**src/rtl/half_subtractor.sv**
```systemverilog
// ---------------------------------------------------------------------------
// half_subtractor
//   Registered, lane-parallel half subtractor. Each lane i produces
//   d[i] = a[i] ^ b[i] and bor[i] = ~a[i] & b[i], one cycle after a valid
//   input. Lanes are independent: there is no borrow ripple between them.
//   A saturating counter records how many accepted inputs had at least
//   one lane borrowing.
//
// Ports
//   clk        rising-edge clock
//   rst        asynchronous, active-high reset
//   in_valid   a/b are valid this cycle
//   a, b       minuend / subtrahend, one bit per lane
//   cnt_clr    synchronous clear of borrow_cnt (wins over an increment)
//   out_valid  d/bor/any_bor hold the result of an accepted input
//   d, bor     per-lane difference and borrow out
//   any_bor    OR-reduction of bor
//   borrow_cnt number of accepted inputs with any lane borrowing
// ---------------------------------------------------------------------------
module half_subtractor #(
  parameter int unsigned WIDTH = 1,
  parameter int unsigned CNT_W = 16
) (
  input  logic             clk,
  input  logic             rst,
  input  logic             in_valid,
  input  logic [WIDTH-1:0] a,
  input  logic [WIDTH-1:0] b,
  input  logic             cnt_clr,
  output logic             out_valid,
  output logic [WIDTH-1:0] d,
  output logic [WIDTH-1:0] bor,
  output logic             any_bor,
  output logic [CNT_W-1:0] borrow_cnt
);

  localparam logic [CNT_W-1:0] CNT_ONE = {{(CNT_W-1){1'b0}}, 1'b1};
  localparam logic [CNT_W-1:0] CNT_MAX = {CNT_W{1'b1}};

  logic [WIDTH-1:0] d_q, d_d;
  logic [WIDTH-1:0] bor_q, bor_d;
  logic             any_bor_q, any_bor_d;
  logic             out_valid_q, out_valid_d;
  logic [CNT_W-1:0] cnt_q, cnt_d;

  logic [WIDTH-1:0] bor_raw;
  logic             bor_event;

  always_comb begin
    bor_raw     = ~a & b;
    // Gate on in_valid first so that unknown a/b on idle cycles cannot
    // disturb the counter.
    bor_event   = in_valid & (|bor_raw);

    d_d         = d_q;
    bor_d       = bor_q;
    any_bor_d   = any_bor_q;
    out_valid_d = in_valid;

    // Result registers hold their last value when idle; only out_valid drops.
    if (in_valid) begin
      d_d       = a ^ b;
      bor_d     = bor_raw;
      any_bor_d = |bor_raw;
    end

    cnt_d = cnt_q;
    if (cnt_clr) begin
      cnt_d = '0;
    end else if (bor_event && (cnt_q != CNT_MAX)) begin
      cnt_d = cnt_q + CNT_ONE;
    end
  end

  always_ff @(posedge clk or posedge rst) begin
    if (rst) begin
      d_q         <= '0;
      bor_q       <= '0;
      any_bor_q   <= 1'b0;
      out_valid_q <= 1'b0;
      cnt_q       <= '0;
    end else begin
      d_q         <= d_d;
      bor_q       <= bor_d;
      any_bor_q   <= any_bor_d;
      out_valid_q <= out_valid_d;
      cnt_q       <= cnt_d;
    end
  end

  assign out_valid  = out_valid_q;
  assign d          = d_q;
  assign bor        = bor_q;
  assign any_bor    = any_bor_q;
  assign borrow_cnt = cnt_q;

endmodule

```
**config.mk**
```make
export PLATFORM = sky130hd
export DESIGN_NAME = half_subtractor
export DESIGN_NICKNAME = d
export VERILOG_FILES = /design/src/rtl/half_subtractor.sv
export SDC_FILE = /design/constraint.sdc
export NUM_CORES = 1
export LEC_CHECK = 0
export ABC_AREA = 1
export CELL_PAD_IN_SITES_DETAIL_PLACEMENT = 1
export CELL_PAD_IN_SITES_GLOBAL_PLACEMENT = 1
export CORE_MARGIN = 1
export CORE_UTILIZATION = 35
export CTS_CLUSTER_DIAMETER = 30
export DETAILED_ROUTE_END_ITERATION = 6
export PLACE_DENSITY_LB_ADDON = 0.1
export SLEW_MARGIN = 10
export SYNTH_ARGS = -nofsm -noshare
export SYNTH_HDL_FRONTEND = slang
export SYNTH_SLANG_ARGS = --single-unit
```
**constraint.sdc**
```tcl
create_clock -name clk -period 1.6 [get_ports clk]
set_input_delay 0.16 -clock clk [delete_from_list [all_inputs] [get_ports clk]]
set_output_delay 0.16 -clock clk [all_outputs]
set_load 0.01 [all_outputs]
```
==> impl_metrics.tcl, run 1 <==
set metrics [dict create \
    status "finished with violations" \
    violations "negative setup slack" \
    synth.distinct_cells 21 \
    ir_worst_vdd_mv 0.271 \
    relSlewSlack_pct 83.0 \
    pin_count 26 \
    grt_pass1_vias 1278 \
    power_density_mw_per_mm2 503 \
    wirelength_mm 3.67 \
    fin_crit_sh_pct 101 \
    finalNonFillerCells 257 \
    clk_path_buf_depth 2 \
    required_ps 1790 \
    cts_tree "done" \
    tightestPinTransition_ps 255 \
    syn_avg_cell_area_um2 7.16 \
    regToRegEndpoint "borrow_cnt[0]" \
    critical_path_class "flop to flop" \
    setup_viol_count_final 1 \
    rows 20 \
    utilization_pct 55.1 \
    track_usage_pct 22.2 \
    layout.nets 222 \
    die_height_um 60.3 \
    drc 0 \
    worstReg2RegStart "borrow_cnt[1]" \
    final.min_clock_period_ps 1620 \
    cts_num_sinks 19 \
    vias_per_cell 4.95 \
    critPathLaunch "borrow_cnt[1]" \
    drive_above_1_share_pct 20.2 \
    drtPass1Iterations 4 \
    yosysTopAreaCell "dfrtp_1" \
    synth_area_mm2 0.00119 \
    grt_max_degree 20 \
    pre_cts_slack_ps -85.6 \
    vias 1272 \
    path_max_fanout 4 \
    hold_buffers 0 \
    synth_warnings 0 \
    cap_violations 0 \
    worstSkewPairLatency_ps 300 \
    gp_congestion 0.824 \
    ys_top_cells_by_area "dfrtp_1, nand2_1, nand3_1" \
    clockRootBuffer "clkbuf_4" \
    yosysSeqAreaShare_pct 40.0 \
    port_buffers 25 \
    grt_pass1_wl_mm 5.94 \
    clk_pin_slew_ps 110 \
    coreArea_mm2 0.00313 \
    worstRegToRegCells 10 \
    hold_path.class "input port to asynchronous set/reset pin" \
    area_growth_pct 44.9 \
    hpwl_mm 2.57 \
    antenna_left 0 \
    diodes 0 \
    crit_arrival_ps 1810 \
    rsz0062_at_grt "true" \
    overflow 0 \
    start_util_pct 38.0 \
    slew_violations 0 \
    whs_ps 186 \
    syn_nets 174 \
    die_w_um 60.3 \
    p_leak_uw 0.000819 \
    mostFrequentLayoutCells "nand2_1, clkdlybuf4s50_1, inv_1, buf_4" \
    finClkSkew_ps 6.18 \
    endpoint "borrow_cnt[0]" \
    cp-end-kind "flop" \
    max_freq_mhz 618 \
    yosysTopAreaCellShare_pct 40.0 \
    fin_area_mm2 0.00172 \
    syn_inst 166 \
    cts_max_level 1 \
    antenna_found_initial 0 \
    die_area_mm2 0.00363 \
    hold_viol 0 \
    drtIter0Drc 35 \
    cts_buffers 3 \
    reg2reg_setup_slack_ps -20 \
    dp.cells 242 \
    fin_ws_ps -17.2 \
    ys_ff_latch 19 \
    layout_commonest_cell "nand2_1" \
    startpoint_type "flop" \
    wl_per_cell_um 14.3 \
    place_area_mm2 0.00154 \
]
## metrics by stage
step,setup TNS [ps],power [µW]
finish,-17.2,866
CTS,0,871
detailed placement,-916,607
global route,-597,913
global placement,-457,604
floorplan,0,552
## cell families (layout without fill, tap and decap cells)
family | count (synthesis) | after routing | share of synthesized area [%]
AOI/OAI and AO/OA | 10 | 10 | 4.63
xor gates and xnor gates | 4 | 4 | 2.95
adders and majority gates | 2 | 2 | 2.10
buffers and inverters | 22 | 68 | 8.53
DFF | 19 | 19 | 40.0
and+or+nand+nor | 109 | 110 | 41.8
## state kept, by name (all words and copies together) (netlist names)
name / cells
any_bor: 1
borrow_cnt: 16
d: 1
out_valid: 1
## what timing repair did
action / in CTS / in global routing
gates resized for setup: 0 / 15
endpoints found under the setup margin: 13 / 18
buffers inserted: 3 / 6
pin swaps: 4 / 9
cloned: 1 / 1
## how the worst min path moves through the flow
stage / start / end / slack (ps) / cells after the start
floorplan: rst / any_bor / 110 / 1
CTS: rst / borrow_cnt[8] / 200 / 3
global placement: d / d / 470 / 2
detailed placement: any_bor / any_bor / 490 / 2
global route: rst / borrow_cnt[8] / 210 / 3
finish: rst / out_valid / 190 / 3
## critical path, cell delays in order, from the launching register on
cell and delay (ps):
dfrtp_1 380, ha_2 200, nand2_2 80, nor2_4 150, nand2_4 90, nor2_4 110
nor2_4 50, buf_4 150, clkbuf_16 140, nand3_1 70, o21ai_1 80
## synthesized netlist by cell type, drive strengths merged
| library cell | count |
|---|---|
| a21oi | 2 |
| buf | 3 |
| clkinv | 1 |
| dfrtp | 19 |
| ha | 2 |
| inv | 18 |
| nand2 | 61 |
| nand3 | 17 |
| nand3b | 1 |
| nand4 | 5 |
| nor2 | 24 |
| nor3 | 1 |
| o21ai | 6 |
| o21bai | 2 |
| xor2 | 4 |
## layer usage
layer / wire length [µm] / up-vias / global-route usage [%]
met5: 0 / - / 0
met4: 70 / 0 / 7.97
met3: 127 / 9 / 2.81
met2: 1900 / 30 / 37.7
met1: 1570 / 617 / 28.6
li1: - / 616 / -
## final cells by class
type                            instances  area [µm²]
Timing Repair Buffer                   45         433
Tap cell                               44        55.1
Clock buffer                            4        26.3
Multi-Input combinational cell        126         656
Fill cell                             404        1410
Inverter                               19        71.3
Sequential cell                        19         482
## report_power, final
part	internal, µW	leakage [µW]	switching [µW]	total (µW)
Clock	97.1	0.0000150	154	251
Sequential	488	0.000252	4.48	492
Combinational	60.3	0.000552	63.0	123
No activity file was read; power rests on OpenSTA's default activity.
==> run 2: changes to the inputs <==
ABC_AREA = unset   (was 1)
CORE_UTILIZATION = 36   (was 35)
==> impl_metrics.tcl, run 2 <==
set metrics [dict create \
    die_area_mm2 0.00323 \
    worstSkewPairLatency_ps 310 \
    ir_worst_vdd_mv 0.438 \
    vias_per_cell 5.60 \
    ys_ff_latch 19 \
    fin_crit_sh_pct 104 \
    power_density_mw_per_mm2 476 \
    wl_per_cell_um 18.1 \
    cp-end-kind "flop" \
    overflow 0 \
    cts_buffers 3 \
    finClkSkew_ps 2.08 \
    diodes 0 \
    rsz0062_at_grt "true" \
    synth_ff_type "dfrtp_1" \
    setup_viol_count_final 5 \
    synth_warnings 0 \
    layout_commonest_cell "buf_4" \
    drtIter0Drc 46 \
    cap_violations 0 \
    utilization_pct 64.5 \
    crit_arrival_ps 1920 \
    start_util_pct 38.5 \
    slew_violations 0 \
    grt_pass1_vias 1203 \
    clockRootBuffer "clkbuf_4" \
    yosysTopAreaCell "dfrtp_1" \
    syn_inst 116 \
    p_seq_share_pct 57.4 \
    track_usage_pct 24.3 \
    ys_top_cells_by_area "dfrtp_1, mux2_2, nor2b_1" \
    synth_area_mm2 0.00108 \
    antenna_left 0 \
    coreArea_mm2 0.00281 \
    port_buffers 25 \
    mostFrequentLayoutCells "buf_4, dfrtp_1, clkdlybuf4s50_1" \
    antenna_found_initial 0 \
    yosysSeqAreaShare_pct 44.0 \
    vias 1143 \
    whs_ps 160 \
    synth_commonest_cells "dfrtp_1, nand2_1, nor2_1, a21oi_1, nor2b_1" \
    p_clk_share_pct 30.8 \
    synth.distinct_cells 32 \
    die_w_um 56.8 \
    final.min_clock_period_ps 1670 \
    synthArstFlopShare_pct 100 \
    required_ps 1850 \
    synth_edf_count 0 \
    clk_pin_slew_ps 120 \
    tightestPinTransition_ps 408 \
    max_freq_mhz 598 \
    clk_path_buf_depth 2 \
    syn_nets 124 \
    hold_viol 0 \
    power_switching_uw 228 \
    cts_max_level 1 \
    p_leak_uw 0.000883 \
    hold_path.class "input port to asynchronous set/reset pin" \
    gp_congestion 0.752 \
    grt_pass1_wl_mm 5.96 \
    grt_max_degree 25 \
    path_max_fanout 4 \
    internal-power_uw 634 \
    rows 19 \
    drive_above_1_share_pct 41.0 \
    relSlewSlack_pct 72.6 \
    startpoint_type "flop" \
    status "finished with violations" \
    wirelength_mm 3.70 \
    p_comb_share_pct 11.9 \
    pin_count 26 \
    yosysTopAreaCellShare_pct 44.0 \
    area_growth_pct 67.5 \
    synth.most_common_cell "dfrtp_1" \
    layout.nets 182 \
    p_sw_share_pct 26.5 \
    drc 6 \
    hold_buffers 0 \
    violations "design-rule violations, negative setup slack" \
    cts_num_sinks 19 \
    drtPass1Iterations 6 \
    critical_path_class "flop to flop" \
    fin_ws_ps -71.7 \
    hpwl_mm 2.44 \
    die_height_um 56.8 \
    cts_tree "done" \
    reg2reg_setup_slack_ps -70 \
    largest_reg_flops 16 \
    syn_avg_cell_area_um2 9.32 \
]
==> run 2: cell count changes in the layout (fill, tap and decap cells not counted), sizes merged, moves of 5 or more <==
cell	previous run	this run
clkdlybuf4s50	24	17
nor2	25	8
nand2	61	9
a21oi	2	7
inv	18	6
buf	19	33
dlymetal6s2s	1	7
nor2b	0	7
nand3	17	5
mux2	0	7
==> run 2: routing by layer <==
layer,global-route usage (%),vias to the layer above,wire length [µm]
met1,31.1,577,1620
met4,8.71,0,25
met2,42.0,28,1920
met3,3.23,2,143
li1,-,536,-
met5,0,-,0
==> run 2: metrics by stage <==
step | std cells | power (µW) | TNS [ps] | cell area [µm²] | setup slack, ps
2_1_floorplan | 116 | 544 | -316 | 1110 | -118
3_3_place_gp | 197 | 599 | -2780 | 1610 | -333
3_5_place_dp | 197 | 603 | -3640 | 1610 | -395
4_1_cts | 203 | 861 | -398 | 1740 | -119
5_1_grt | 204 | 892 | -1070 | 1810 | -156
6_report | 204 | 862 | -201 | 1810 | -71.7
==> run 2: logic make-up after synthesis <==
family | synth area share [%]
and+or+nand+nor | 30.8
DFF | 44.0
AOI/OAI and AO/OA | 9.37
buffers and inverters | 4.40
adders and majority gates | 2.31
muxes | 9.14
==> run 2: worst paths after layout <==
| check | startpoint | end | depth (start not counted) |
|---|---|---|---|
| min in group clk | in_valid | out_valid | 2 |
| worst min-delay path | rst | borrow_cnt[10] | 3 |
| worst max-delay path | borrow_cnt[10] | borrow_cnt[11] | 5 |
| worst min register to register | d | d | 2 |
| worst max register to register | borrow_cnt[10] | borrow_cnt[11] | 5 |
| max in group asynchronous | rst | borrow_cnt[1] | 3 |
==> run 2: critical path, stage by stage, from the launching register on <==
cell and delay (ps):
dfrtp_1 430, nand4_1 240, nor4_4 490, buf_4 190
o31ai_1 100, a21oi_2 150
==> run 2: power by group through the flow <==
| stage | clock [µW] | combinational (µW) | sequential (µW) |
|---|---|---|---|
| finish | 265 | 102 | 495 |
| global route | 282 | 114 | 496 |
| CTS | 265 | 101 | 495 |
| detailed placement | 0 | 99.2 | 504 |
| global placement | 0 | 95.8 | 503 |
| floorplan | 0 | 35.1 | 509 |
==> run 2: final cells by class <==
| class | instances | area, µm² |
|---|---|---|
| clock buffer | 3 | 22.5 |
| inverter | 6 | 22.5 |
| sequential | 19 | 478 |
| timing repair buffer | 58 | 534 |
| clock inverter | 1 | 5.00 |
| tap | 31 | 38.8 |
| fill | 305 | 995 |
| multi-input combinational | 86 | 709 |
==> run 2: timing repair <==
item | 4_1_cts | 5_1_grt
cloned | 0 | 0
pin swaps | 9 | 3
gates resized for setup | 20 | 20
setup buffers | 3 | 1
setup endpoints to repair | 14 | 22
==> run 3: changes to the inputs <==
CORE_UTILIZATION = 45   (was 36)
DONT_BUFFER_PORTS = 1   (was unset)
==> impl_metrics.tcl, run 3 (synthesis gave the netlist of run 2 again) <==
set metrics [dict create \
    path_max_fanout 5 \
    wl_per_cell_um 27.3 \
    setup_viol_count_final 16 \
    dp.cells 168 \
    hold_viol 0 \
    p_seq_share_pct 60.0 \
    relSlewSlack_pct 66.0 \
    drtPass1Iterations 4 \
    clk_pin_slew_ps 120 \
    fin_crit_sh_pct 114 \
    cp-end-kind "flop" \
    whs_ps 47.5 \
    layout.nets 165 \
    power_switching_uw 227 \
    die_area_mm2 0.00260 \
    pre_cts_slack_ps -142 \
    overflow 0 \
    layout_commonest_cell "buf_4" \
    hpwl_mm 2.26 \
    cts_tree "done" \
    finalNonFillerCells 184 \
    status "finished with violations" \
    clk_path_buf_depth 2 \
    vias 1206 \
    fin_setup_tns_ps -2440 \
    wirelength_mm 5.02 \
    cts_buffers 3 \
    power_uw 835 \
    coreArea_mm2 0.00223 \
    crit_arrival_ps 2040 \
    drc 0 \
    p_comb_share_pct 7.5 \
    drtIter0Drc 65 \
    tightestPinTransition_ps 508 \
    antenna_left 0 \
    mostFrequentLayoutCells "buf_4, dfrtp_1, nand2_1, nor2_1, nor2b_1" \
    critical_path_class "flop to flop" \
    worstSkewPairLatency_ps 320 \
    power_density_mw_per_mm2 529 \
    pin_count 26 \
    diodes 0 \
    cts_max_level 1 \
    clockRootBuffer "clkbuf_4" \
    p_leak_uw 0.000670 \
    area_growth_pct 46.1 \
    fill_cells 228 \
    max_freq_mhz 547 \
    track_usage_pct 33.1 \
    fin_ws_ps -227 \
    port_buffers 0 \
    finClkSkew_ps 7.80 \
    vias_per_cell 6.55 \
    drive_above_1_share_pct 45.5 \
    internal-power_uw 608 \
    slew_violations 0 \
    grt_max_degree 18 \
    violations "negative setup slack" \
    die_w_um 51.0 \
    final.min_clock_period_ps 1830 \
    p_clk_share_pct 32.5 \
    grt_pass1_vias 1183 \
    antenna_found_initial 0 \
    hold_path.class "input port to flop" \
    largest_reg_flops 16 \
    grt_pass1_wl_mm 6.23 \
    required_ps 1820 \
    die_height_um 51.0 \
    cap_violations 0 \
    ir_worst_vdd_mv 0.576 \
    cts_num_sinks 19 \
    reg2reg_setup_slack_ps -230 \
    gp_congestion 0.796 \
    rsz0062_at_grt "true" \
    p_sw_share_pct 27.2 \
    start_util_pct 48.4 \
    rows 17 \
    startpoint_type "flop" \
]
run 3: layer usage:
metal  routed length, µm  track usage [%]  share of wire [%]
met2                2430             54.8                 49
met1                2010             44.5                 40
met4                 197             8.80                3.9
met3                 375             5.36                7.5
met5                   0                0                  0
run 3: final cells by class:
cell class	count	area, µm²	share of cell area (%)
multi-input cells	86	694	44.0
flip-flops and latches	19	478	30.3
repair buffers	41	323	20.4
well taps	28	35.0	2.22
clock buffers	4	26.3	1.66
inverters	6	22.5	1.43
run 3: stage by stage:
stage | instance area (µm²) | utilization, %
2_1_floorplan | 1110 | -
3_3_place_gp | 1340 | 59.9
3_5_place_dp | 1340 | 59.9
4_1_cts | 1490 | 66.9
5_1_grt | 1580 | 70.7
6_report | 1580 | 70.7
run 3: path summary, 6_finish.rpt:
path,start,endpoint,cells after the start
min in group asynchronous,rst,borrow_cnt[14],2
worst max-delay path,borrow_cnt[8],borrow_cnt[13],5
worst min register to register,d,d,2
worst max register to register,borrow_cnt[8],borrow_cnt[13],5
worst min-delay path,cnt_clr,borrow_cnt[1],2
max in group asynchronous,rst,d,3
run 3: worst max-delay path, stage by stage (launching register included):
cell,delay [ps]
dfrtp_1,440
nand4_1,270
nor4_2,410
buf_4,230
nor4_4,60
mux2_4,300
run 3: what timing repair did:
item | CTS | global route
gates resized for setup | 15 | 10
pin swaps | 6 | 5
endpoints found under the setup margin | 11 | 16
hold buffers | 3 | 0
setup buffers | 4 | 5
endpoints found under the hold margin | 21 | 0
run 3: power groups by stage:
stage,registers (µW),clock network (µW),logic [µW]
5_1_grt,501,285,68.9
2_1_floorplan,509,0,35.1
6_report,501,271,62.2
4_1_cts,500,264,52.4
3_5_place_dp,509,0,41.3
3_3_place_gp,509,0,38.5
